### config.mk
export PLATFORM = sky130hd
export DESIGN_NAME = token_stage_fifo
export DESIGN_NICKNAME = d
export VERILOG_FILES = /design/src/rtl/token_stage_fifo.sv
export SDC_FILE = /design/constraint.sdc
export NUM_CORES = 1
export LEC_CHECK = 0
export CORE_MARGIN = 10
export CORE_UTILIZATION = 59
export CTS_BUF_LIST = sky130_fd_sc_hd__clkbuf_8 sky130_fd_sc_hd__clkbuf_16
export CTS_CLUSTER_DIAMETER = 40
export DETAILED_ROUTE_END_ITERATION = 7
export HOLD_SLACK_MARGIN = 0.08
export MAX_ROUTING_LAYER = met4
export PLACE_DENSITY = 0.83
export SLEW_MARGIN = 20
export SYNTH_ARGS = -nofsm -noshare
export SYNTH_HDL_FRONTEND = slang
export SYNTH_SLANG_ARGS = --single-unit
### constraint.sdc
create_clock -name clk -period 5.9 [get_ports clk]
set_clock_uncertainty 0.1 [all_clocks]
set_input_delay 0.59 -clock clk [delete_from_list [all_inputs] [get_ports clk]]
set_output_delay 0.59 -clock clk [all_outputs]
set_load 0.05 [all_outputs]
### src/rtl/token_stage_fifo.sv
`default_nettype none
// +----------------------------------------------------------------------------+
// | token_stage_fifo : DEPTH-slot token buffer with send/ack handshake on both  |
// | sides, lopen stall gate, occupancy count and CEX write strobe. Rev 1.0      |
// +----------------------------------------------------------------------------+
module token_stage_fifo #(
   parameter int NODE_W = 16,
   parameter int GEN_W  = 12,
   parameter int OPR_W  = 32,
   parameter int WEN_W  = 2,
   parameter int DEPTH  = 4,
   parameter int CNT_W  = $clog2(DEPTH) + 1
) (
   input  logic              clk,
   input  logic              rst,
   input  logic              lopen,
   input  logic              send_i,
   output logic              ack_o,
   input  logic [NODE_W-1:0] node_i,
   input  logic [GEN_W-1:0]  gen_i,
   input  logic [OPR_W-1:0]  opr0_i,
   input  logic [OPR_W-1:0]  opr1_i,
   input  logic [WEN_W-1:0]  mem_wen_i,
   output logic              send_o,
   input  logic              ack_i,
   output logic [NODE_W-1:0] node_o,
   output logic [GEN_W-1:0]  gen_o,
   output logic [OPR_W-1:0]  opr0_o,
   output logic [OPR_W-1:0]  opr1_o,
   output logic [WEN_W-1:0]  mem_wen_o,
   output logic              w_en_cex_o,
   output logic [CNT_W-1:0]  count_o
);

   localparam int TOK_W = NODE_W + GEN_W + 2 * OPR_W + WEN_W;
   localparam int PTR_W = $clog2(DEPTH);
   localparam logic [CNT_W-1:0] FULL_CNT = CNT_W'(DEPTH);

   logic [TOK_W-1:0] mem [DEPTH];
   logic [PTR_W-1:0] wr_ptr;
   logic [PTR_W-1:0] rd_ptr;
   logic [CNT_W-1:0] count;
   logic             not_empty;
   logic             push;
   logic             pop;
   logic [TOK_W-1:0] head;

   assign not_empty = (count != '0);
   // ack is also forced low by rst so upstream never sees a stale accept.
   assign ack_o  = lopen & ~rst & (count != FULL_CNT);
   assign send_o = lopen & not_empty;
   assign push   = send_i & ack_o;
   assign pop    = send_o & ack_i;

   always_ff @(posedge clk) begin
      if (push) begin
         mem[wr_ptr] <= {node_i, gen_i, opr0_i, opr1_i, mem_wen_i};
      end
   end

   always_ff @(posedge clk or posedge rst) begin
      if (rst) begin
         wr_ptr <= '0;
         rd_ptr <= '0;
         count  <= '0;
      end else begin
         if (push) begin
            wr_ptr <= wr_ptr + PTR_W'(1);
         end
         if (pop) begin
            rd_ptr <= rd_ptr + PTR_W'(1);
         end
         case ({push, pop})
            2'b10:   count <= count + CNT_W'(1);
            2'b01:   count <= count - CNT_W'(1);
            default: count <= count;
         endcase
      end
   end

   // Head stays visible while lopen is low; zero only when truly empty.
   assign head = not_empty ? mem[rd_ptr] : '0;
   assign {node_o, gen_o, opr0_o, opr1_o, mem_wen_o} = head;

   assign w_en_cex_o = send_o & (|mem_wen_o);
   assign count_o    = count;

endmodule
`default_nettype wire

### Word level (Yosys, flattened, before mapping)

Memory sizes are Yosys's and may differ from the RTL's.
Cells that the tools add are included.

* memories: 1
* input port bits: 99
* RAM bits: 376
* output and inout port bits: 100
* memory bits (read-only): 0
* bits in latches: 0
* register bits: 7

Memory list
* mem: depth 4, bits a word 94, read ports 1, clocked after memory_dff 0, write ports 1, line 39 `logic [TOK_W-1:0] mem [DEPTH];`

* multiply operators: 0
* reduce and logical (&&, ||, !) cells: 3
* eq/ne operators: 3
* shifts and indexed selects: 0
* bitwise operators: 7
* multiplexer cells: 4
* magnitude comparators: 0
* div/mod/pow operators: 0
* $add $sub $neg: 4

Operators with widths (number)
* 94-bit 2-to-1 mux: 1
* 1-bit AND: 6
* 3-bit one-hot mux with 2 select lines: 1
* 2-bit by 1-bit adder with 2-bit output, second input constant: 2
* 3-bit by 1-bit adder with 3-bit output, second input constant: 1
* 3-bit != test, second input constant: 1
* 3-bit nonzero test: 1
* 3-bit by 1-bit subtractor with 3-bit output, second input constant: 1
* 2-bit by 1-bit equality test with 1-bit output, second input constant: 1
* 2-bit equality test, second input constant: 1
* 1-bit 2-to-1 mux: 2
* 2-bit nonzero test: 1
* 2-bit OR reduction: 1
* 1-bit inverter: 1

### Depth between registers and ports, before layout

Gate-level depths: netlist (run 1).

* depth in word-level cells: 6
* gate-level depth with buffers: 9
* gate-level depth less buffers: 9

### Worst setup path after synthesis (run 1)

No wires, ideal clock.

* path kind: register to register
* start: register count[0] (netlist: count_o[0])
* end: memory mem[0][0] (netlist bit), enable pin
* cell stages (with the launch flop): 4
* clock period less this slack: 4.013 ns
* arrival: 3.450 ns
* required time: 5.337 ns
* slack: 1.887 ns
* setup time: 0.463 ns
* buffers on the path: 0
* cell sequence: dfrtp_1 nor2_1 a211oi_2 and2_1

* word-level cells in the longest chain between the ends: 5

Ends and longest elaborated chain
* from (decl): line 42 `logic [CNT_W-1:0] count;`
* from (signal assigned): line 74 `2'b10: count <= count + CNT_W'(1);`
* from (signal assigned): line 75 `2'b01: count <= count - CNT_W'(1);`
* from (signal assigned): line 76 `default: count <= count;`
* 3-bit != test: line 50 `assign ack_o = lopen & ~rst & (count != FULL_CNT);`
* 1-bit AND: line 50
* 1-bit AND: line 52 `assign push = send_i & ack_o;`
* 1-bit 2-to-1 mux: line 56 `if (push) begin`
* 1-bit 2-to-1 mux (implied by the code): line 57 `mem[wr_ptr] <= {node_i, gen_i, opr0_i, opr1_i, mem_wen_i};`
* to (decl): line 39

No other way between the ends.

### Worst setup path after layout (run 1)

* start: register rd_ptr[0]
* end: output gen_o[4]

* word-level cells in the longest chain between the ends: 2

Ends and longest elaborated chain
* from (decl): line 41 `logic [PTR_W-1:0] rd_ptr;`
* from (signal assigned): line 71 `rd_ptr <= rd_ptr + PTR_W'(1);`
* memory read 4 x 94 bit
* 94-bit 2-to-1 mux: line 82 `assign head = not_empty ? mem[rd_ptr] : '0;`
* to (decl): line 27 `output logic [GEN_W-1:0] gen_o,`

No other way between the ends.

==> results of run 1 <==
==> cell usage after synthesis (all sizes together) <==
master,number
fa,1
mux2,1
nand2b,1
buf,18
xor2,3
inv,8
xnor2,3
mux2i,1
clkbuf,15
edfxtp,376
a211oi,1
and2,99
mux4,94
ha,5
a21oi,1
or3,1
and3,1
dfrtp,7
nand4,1
nor2,2
o21a,1
==> area by class of cell <==
cell class | count | area share
multi-input combinational | 216 | 0.162
antenna | 2 | 0.000274
clock inverter | 28 | 0.0161
clock buffer | 41 | 0.0561
sequential | 383 | 0.627
timing repair buffer | 208 | 0.115
tap | 324 | 0.0222
inverter | 8 | 0.00164
==> cells in the final DEF, fill, tap and decap left out, types with 2 or more instances in the layout <==
cell type / count
bufinv_16: 5
clkinv_2: 5
xnor2_1: 3
dfrtp_4: 2
edfxtp_1: 376
and2_4: 4
diode_2: 2
ha_1: 5
and2_1: 95
nor2_1: 2
xor2_1: 3
clkinvlp_4: 4
mux4_2: 94
clkbuf_16: 41
inv_1: 10
clkinv_1: 5
dfrtp_1: 5
inv_6: 5
buf_4: 7
buf_12: 2
clkdlybuf4s50_1: 198
==> where the power goes <==
group	switching (mW)	internal, mW
Combinational	2.50	1.65
Clock	1.01	1.50
Sequential	0.235	3.17
Total	3.75	6.31
==> sequential cells by signal (all words and copies together) (netlist names) <==
register / cells
wr_ptr: 2
count_o: 3
rd_ptr: 2
mem: 376
==> per-layer routing <==
layer,up-vias,track usage,share of wire
met3,49,0.0353,0.056
met1,3625,0.240,0.38
met4,0,0.0531,0.021
li1,3041,-,-
met2,248,0.325,0.54
met5,-,-,0
==> worst max-delay path, stage by stage, from the launching register on <==
cell and delay, ns:
dfrtp_4 0.91, buf_4 0.54, mux4_2 0.58, and2_1 0.19, clkdlybuf4s50_1 0.70
==> cell families (layout without fill, tap and decap cells) <==
family / Yosys count / count (layout) / synth area share
other: 0 / 2 / 0
XOR/XNOR: 6 / 6 / 0.00359
flip-flops: 383 / 383 / 0.783
multiplexers: 96 / 96 / 0.146
AND/OR/NAND/NOR: 105 / 105 / 0.0445
adder cells (fa/ha/maj): 6 / 6 / 0.00564
AO/OA/AOI/OAI: 3 / 3 / 0.00171
buffers and inverters: 41 / 285 / 0.0156
==> through the flow <==
step / std cells / power [mW] / util
after global placement: 1137 / 7.60 / 0.694
final: 1210 / 10.1 / 0.750
after detailed placement: 1137 / 7.65 / 0.694
after global routing: 1210 / 10.4 / 0.750
after floorplan: 640 / 6.34 / -
after CTS: 1206 / 10.2 / 0.748
==> final timing paths <==
kind / slack, ns / cells after the start / startpoint / endpoint
max in group asynchronous: 5.22 / 2 / rst / rd_ptr[0]$_DFFE_PP0P_
max: 1.76 / 4 / rd_ptr[0]$_DFFE_PP0P_ / gen_o[4]
min reg2reg: 0.47 / 1 / count_o[2]$_DFFE_PP0P_ / count_o[2]$_DFFE_PP0P_
min in group clk: 0.47 / 1 / count_o[2]$_DFFE_PP0P_ / count_o[2]$_DFFE_PP0P_
min: 0.24 / 2 / rst / rd_ptr[1]$_DFFE_PP0P_
max reg2reg: 2.62 / 9 / count_o[0]$_DFFE_PP0P_ / count_o[2]$_DFFE_PP0P_
==> reports/summary.txt, run 1 <==
Status: finished clean
Initial antenna violation count: 2
# hold bufs at CTS: 0
Final Hold Fails: 0
Post-CTS setup buffer count: 0
CTS tree: built
Insertion delay to the later sink of the worst-skew pair: 0.51 ns
Fin. max-slew vios: 0
Peak fanout along the critical path: 37
Hold WS: 0.237 ns
Cell row count: 57
Max-slew headroom: 0.276
Routed WL: 29.7 mm
Final Worst Setup Slack: 1.76 ns
CTS buffer count: 41
TritonRoute pass-1 iters: 4
Flops & latches, synth: 383
Max Clock Freq: 241 MHz
# clock sinks: 383
Die area: 0.0315 mm2
DRC Markers: 0
WS Path Type: reg2out
Worst supply voltage drop on vdd: 0.504 mV
Sequential cell area: 0.0115 mm2
Maximum number of pins on one net before global-route repair: 78
I/O pin total: 199
MaxCap Viol Count: 0
Final worst-path cycle share: 0.702
GRT Util Overall: 0.194
Multi-input gate area: 0.00296 mm2
Avg WL per Cell: 24.6 um
Number of global-route vias before repair: 7551
PortBufs: 198
Final instance area: 0.0183 mm2
Cell Area, Synth: 0.0146 mm2
Lkg Pwr: 5.93 nW
Syn Nets: 745
DPL Wire Length: 18.0 mm
Syn-to-layout area delta: 24.9%
Root Buffer: clkbuf_16
Pwr dens: 550 mW/mm2
Worst slack, placed: 2.11 ns
Ys Warns: 0
TNS Setup: 0 ns
Initial Utilization: 0.600
Vias: 6963
RSZ-0062 raised after global routing: false
Hold/Removal Path Class: in2async
DR vias/cell: 5.75
Crit. End Element: output pin
Critical path arrival: 3.45 ns
Post-CTS Resized: 0
Gate Count Post-Synth: 640
Critical Path RT: 5.21 ns
H-tree depth: 2
Post-synth cell types: 23
Area fraction of the dominant cell type after synthesis: 0.771
Post-DP Area: 0.0169 mm2
Die width: 178 um
Largest area contributor in the netlist: edfxtp_1
Worst slew pin tran: 1.09 ns
Ranking of synthesized cells by area: edfxtp_1 77%, mux4_2 14%, and2_1 4.2%, dfrtp_1 1.2%, ha_1 0.43%
Routability cong.: 0.776
Syn avg cell area: 22.9 um2
Setup violation total in the final timing report: 0
Fin crit period: 4.14 ns
Layout cells sized above 1: 0.198
Seq/Total Area, Yosys: 0.783
GRT overflow: 0
Die H: 178 um
NumNets Final: 963
FILL cells: 1357
Crit path launch type: flip-flop
Worst-path clk slew: 0.06 ns
Max clock buf depth: 3
Core Region: 0.0244 mm2
First-pass GRT wire length: 45.2 mm
Initial DRC count: 515
Antenna Violating Nets Remaining: 0
(Power assumes the default switching activity.)
==> run 2: changes to the inputs <==
--- a/config.mk
+++ b/config.mk
@@ -6,13 +6,13 @@
 export NUM_CORES = 1
 export LEC_CHECK = 0
 export CORE_MARGIN = 10
-export CORE_UTILIZATION = 59
+export CORE_UTILIZATION = 55
 export CTS_BUF_LIST = sky130_fd_sc_hd__clkbuf_8 sky130_fd_sc_hd__clkbuf_16
 export CTS_CLUSTER_DIAMETER = 40
 export DETAILED_ROUTE_END_ITERATION = 7
 export HOLD_SLACK_MARGIN = 0.08
 export MAX_ROUTING_LAYER = met4
-export PLACE_DENSITY = 0.83
+export PLACE_DENSITY = 0.78
 export SLEW_MARGIN = 20
 export SYNTH_ARGS = -nofsm -noshare
 export SYNTH_HDL_FRONTEND = slang
==> constraint.sdc (replaced) <==
create_clock -name clk -period 3.9 [get_ports clk]
set_clock_uncertainty 0.1 [all_clocks]
set_input_delay 0.39 -clock clk [delete_from_list [all_inputs] [get_ports clk]]
set_output_delay 0.39 -clock clk [all_outputs]
set_load 0.05 [all_outputs]
==> run 2 against run 1 <==
Effect of this change: die area up 6.4%; combinational power grew 56%; utilization shrank 3.8 points; sequential power is 48% higher; sequential share of layout area decreased by 1.1 points; flip-flop and latch count stayed put; cell count is 3.1% higher; clock power is 63% higher; via count is 1.1% higher; cell area is 1.8% higher; worst setup slack worse by 1.4 ns; wire length rose by 0.35%.
==> reports/summary.txt, run 2 (synthesis gave the netlist of run 1 again) <==
TNS Setup: 0 ns
Post-CTS setup buffer count: 0
Worst-path clk slew: 0.06 ns
DPL Wire Length: 18.9 mm
Initial Utilization: 0.560
Syn-to-layout area delta: 27.2%
Pwr dens: 837 mW/mm2
Fin crit period: 3.52 ns
Initial DRC count: 593
Final worst-path cycle share: 0.903
Routability cong.: 0.780
GRT Util Overall: 0.186
H-tree depth: 2
Setup slack, reg-to-reg: 1.02 ns
Setup violation total in the final timing report: 0
Antenna Violating Nets Remaining: 0
Core Region: 0.0261 mm2
CP startpoint: count_o[0]$_DFFE_PP0P_
Crit path launch type: flip-flop
# clock sinks: 383
Die area: 0.0336 mm2
Hold path start: opr1_i[8]
DR vias/cell: 5.64
Max clock buf depth: 3
Commonest non-fill, non-tap cell in the layout: edfxtp_1
NumNets Final: 977
I/O pin total: 199
CTS tree: built
Hold/Removal Path Class: in2reg
Hold WS: 0.392 ns
Worst slew pin tran: 0.614 ns
Status: finished clean
Critical path arrival: 3.03 ns
Crit. End Element: output pin
WS Path Type: reg2out
Lkg Pwr: 6.09 nW
Max-slew headroom: 0.590
Worst supply voltage drop on vdd: 0.815 mV
GRT overflow: 0
Worst r2r src: count_o[2]$_DFFE_PP0P_
TritonRoute pass-1 iters: 5
PortBufs: 198
MaxCap Viol Count: 0
Insertion delay to the later sink of the worst-skew pair: 0.53 ns
Vias: 7038
Max reg flops: 376
Reg2Reg Depth: 9
CTS buffer count: 47
Layout cells sized above 1: 0.218
Number of global-route vias before repair: 7793
Critical Path RT: 3.41 ns
Maximum number of pins on one net before global-route repair: 56
DRC Markers: 0
Avg WL per Cell: 23.9 um
Die H: 183 um
Final Hold Fails: 0
Fin. max-slew vios: 0
Die width: 183 um
Biggest register: mem
Cell row count: 59
First-pass GRT wire length: 45.9 mm
Most frequent cells in the layout: 376 x edfxtp_1, 198 x clkdlybuf4s50_1, 95 x and2_1
Routed WL: 29.8 mm
RSZ-0062 raised after global routing: false
Root Buffer: clkbuf_16
Peak fanout along the critical path: 45
Max Clock Freq: 284 MHz
CP endpoint: node_o[13]
Initial antenna violation count: 3
Reg-to-reg critical path endpoint: count_o[2]$_DFFE_PP0P_
[run 2: cell types whose count changed in the layout (fill, tap and decap cells not counted), sizes merged]
cell         before  now
diode             2    3
bufinv            5    2
buf              10   17
clkinv           11   12
clkinvlp          4    6
clkbuf           41   48
dlygate4sd3       0    1
inv              16   26
[run 2: how the worst min path moves through the flow]
stage                        endpoint  slack, ns  cells past startpoint
5_1_grt          mem[2][85]$_DFFE_PP_       0.38                      1
3_5_place_dp   count_o[0]$_DFFE_PP0P_       0.44                      1
2_1_floorplan  count_o[0]$_DFFE_PP0P_       0.09                      1
3_3_place_gp   count_o[0]$_DFFE_PP0P_       0.41                      1
4_1_cts          mem[2][23]$_DFFE_PP_       0.37                      1
6_report         mem[0][10]$_DFFE_PP_       0.39                      1
[run 2: where the power goes]
part           internal (mW)  switching (mW)
Combinational           2.56            3.91
Clock                   2.41            1.68
Sequential              4.80           0.236
[run 2: per-layer routing]
layer	part of all wire	up-vias	wire (um)	global-route usage
met3	0.064	43	1900	0.0407
met4	0.022	0	662	0.0570
li1	-	3089	-	-
met1	0.38	3658	11400	0.217
met2	0.53	248	15900	0.317
met5	0	-	0	-
[run 2: per-stage QoR]
step	setup slack [ns]	area (um2)	total power, mW	cells	utilization
6_report	0.379	18600	15.6	1247	0.713
5_1_grt	0.229	18600	16.2	1247	0.713
4_1_cts	0.307	18600	15.8	1244	0.712
2_1_floorplan	0.910	14700	9.57	640	-
3_5_place_dp	0.786	17100	11.7	1157	0.654
3_3_place_gp	0.859	17100	11.6	1157	0.654
[run 2: layout make-up]
type / instances / area (um2)
antenna: 3 / 7.51
clock buffer: 48 / 1190
clock inverter: 38 / 322
fill: 1558 / 7510
inverter: 8 / 30.0
multi-input combinational: 216 / 2960
sequential: 383 / 11500
tap: 335 / 419
timing repair buffer: 216 / 2220
[run 2: critical path: stages (launching register included)]
cell             delay, ns
dfrtp_1               0.43
or3_2                 0.74
buf_4                 0.37
and2_1                0.23
clkdlybuf4s50_1       0.72
[run 2: timing repair]
action / 4_1_cts / 5_1_grt
hold endpoints to repair: 7 / 0
gates resized for setup: 0 / 0
hold buffers: 1 / 0
==> run 3: changes to the inputs <==
--- a/config.mk
+++ b/config.mk
@@ -13,7 +13,8 @@
 export HOLD_SLACK_MARGIN = 0.08
 export MAX_ROUTING_LAYER = met4
 export PLACE_DENSITY = 0.78
-export SLEW_MARGIN = 20
+export SLEW_MARGIN = 10
 export SYNTH_ARGS = -nofsm -noshare
 export SYNTH_HDL_FRONTEND = slang
 export SYNTH_SLANG_ARGS = --single-unit
+export TNS_END_PERCENT = 10
==> run 3 against run 2 <==
Effect of this change: flip-flop and latch count unchanged; combinational power up 1%; register-to-register slack got worse by 0.22 ns; sequential power down 2%; sequential share of layout area shrank 0.16 points; cell area grew 0.26%; critical path depth stayed put; largest cell class unchanged; highest routed layer unchanged; worst setup slack got worse by 0.071 ns; clock power up 7.1%; cell count down 0.96%; non-clock buffer count is 3 lower; maximum frequency down 2.0%.
==> reports/summary.txt, run 3 (synthesis gave the netlist of run 1 again) <==
Core Region: 0.0261 mm2
Insertion delay to the later sink of the worst-skew pair: 0.52 ns
Cells after DPL: 1154
Max-slew headroom: 0.460
Die area: 0.0336 mm2
Fin. max-slew vios: 0
Setup slack, reg-to-reg: 0.80 ns
Final Hold Fails: 0
Max Clock Freq: 278 MHz
Final Worst Setup Slack: 0.308 ns
Non-Filler Instances: 1235
Commonest non-fill, non-tap cell in the layout: edfxtp_1
Final Power: 15.9 mW
Pwr dens: 850 mW/mm2
H-tree depth: 2
Critical Path RT: 3.41 ns
Biggest register: mem
NumNets Final: 971
Worst slew pin tran: 0.810 ns
DR vias/cell: 5.67
Vias: 6997
Root Buffer: clkbuf_16
Crit path launch type: flip-flop
Max reg flops: 376
Status: finished clean
Layout cells sized above 1: 0.201
Initial antenna violation count: 2
Slowest-stage cell, CP: or3_2
WS Path Type: reg2out
Fin crit period: 3.59 ns
Worst-path clk slew: 0.05 ns
CP cell instances: or3_2, buf_12, and2_1, clkdlybuf4s50_1
Routability cong.: 0.727
DPL Wire Length: 18.6 mm
Worst slack, placed: 0.802 ns
Initial DRC count: 572
Max stage delay on crit path: 0.88 ns
Post-CTS setup buffer count: 0
CTS tree: built
Die H: 183 um
Avg WL per Cell: 24.7 um
Number of global-route vias before repair: 7813
CTS buffer count: 44
FILL cells: 1559
Final worst-path cycle share: 0.921
RSZ-0062 raised after global routing: false
Critical path arrival: 3.10 ns
Antenna Violating Nets Remaining: 0
DRC Markers: 0
Worst supply voltage drop on vdd: 0.590 mV
GRT Util Overall: 0.187
Most frequent cells in the layout: 376 x edfxtp_1, 198 x clkdlybuf4s50_1, 95 x and2_1
# clock sinks: 383
Syn-to-layout area delta: 27.5%
I/O pin total: 199
MaxCap Viol Count: 0
Critical path buffers and inverters: 2
Crit. End Element: output pin
Post-CTS Resized: 0
Hold/Removal Path Class: in2reg
GRT overflow: 0
First-pass GRT wire length: 46.2 mm
Routed WL: 30.5 mm
Lkg Pwr: 6.12 nW
Maximum number of pins on one net before global-route repair: 65
Family with the most delay on the worst path: simple AND/OR/NAND/NOR gates
Initial Utilization: 0.560
Peak fanout along the critical path: 50
PortBufs: 198
Cell row count: 59
Setup violation total in the final timing report: 0
Die width: 183 um
TritonRoute pass-1 iters: 5
Max clock buf depth: 3
-- run 3: through the flow --
stage | area [um2] | util | hold slack, ns | setup TNS [ns]
6_report | 18700 | 0.714 | 0.403 | 0
5_1_grt | 18700 | 0.714 | 0.390 | 0
4_1_cts | 18700 | 0.714 | 0.382 | 0
3_5_place_dp | 17100 | 0.653 | 0.431 | 0
3_3_place_gp | 17100 | 0.653 | 0.419 | 0
2_1_floorplan | 14600 | - | 0.0934 | -31.77
-- run 3: report_power, final --
group	leakage (nW)	switching (mW)	total, mW	internal (mW)
registers	3.47	0.141	4.94	4.80
logic	1.85	4.02	6.54	2.52
clock network	0.800	1.51	4.38	2.88
-- run 3: final cells by class --
cell class	count	area [um2]	area share
clock buffers	45	1130	0.0603
clock inverters	32	455	0.0244
repair buffers	213	2200	0.118
flip-flops and latches	383	11500	0.615
diodes	3	7.51	0.000402
well taps	335	419	0.0225
multi-input cells	216	2960	0.159
inverters	8	30.0	0.00161
-- run 3: timing repair --
action / 4_1_cts / 5_1_grt
setup endpoints to repair: 0 / 0
hold endpoints to repair: 7 / 0
hold buffers: 1 / 0
-- run 3: layer usage --
| metal | vias to the layer above | GRT usage | wire [um] |
|---|---|---|---|
| met4 | 0 | 0.0662 | 830 |
| met5 | - | - | 0 |
| li1 | 3067 | - | - |
| met1 | 3654 | 0.217 | 11600 |
| met3 | 52 | 0.0374 | 1570 |
| met2 | 224 | 0.321 | 16500 |
-- run 3: path summary, 6_finish.rpt --
check,start,end,depth (start not counted)
setup / recovery,count_o[0]$_DFFE_PP0P_,opr1_o[30],4
hold / removal,opr1_i[6],mem[2][8]$_DFFE_PP_,1
setup reg to reg,count_o[2]$_DFFE_PP0P_,count_o[2]$_DFFE_PP0P_,9
hold reg to reg,count_o[0]$_DFFE_PP0P_,count_o[0]$_DFFE_PP0P_,1
max in group asynchronous,rst,rd_ptr[0]$_DFFE_PP0P_,3
min in group asynchronous,rst,count_o[2]$_DFFE_PP0P_,3
-- run 3: worst register-to-register path: cells and delay by family (launching register included) --
kind,cells,cell delay (ns)
XOR/XNOR,2,0.37
adder cells (fa/ha/maj),2,0.60
buffers and inverters,2,0.38
flip-flops,1,0.44
AND/OR/NAND/NOR,3,1.15
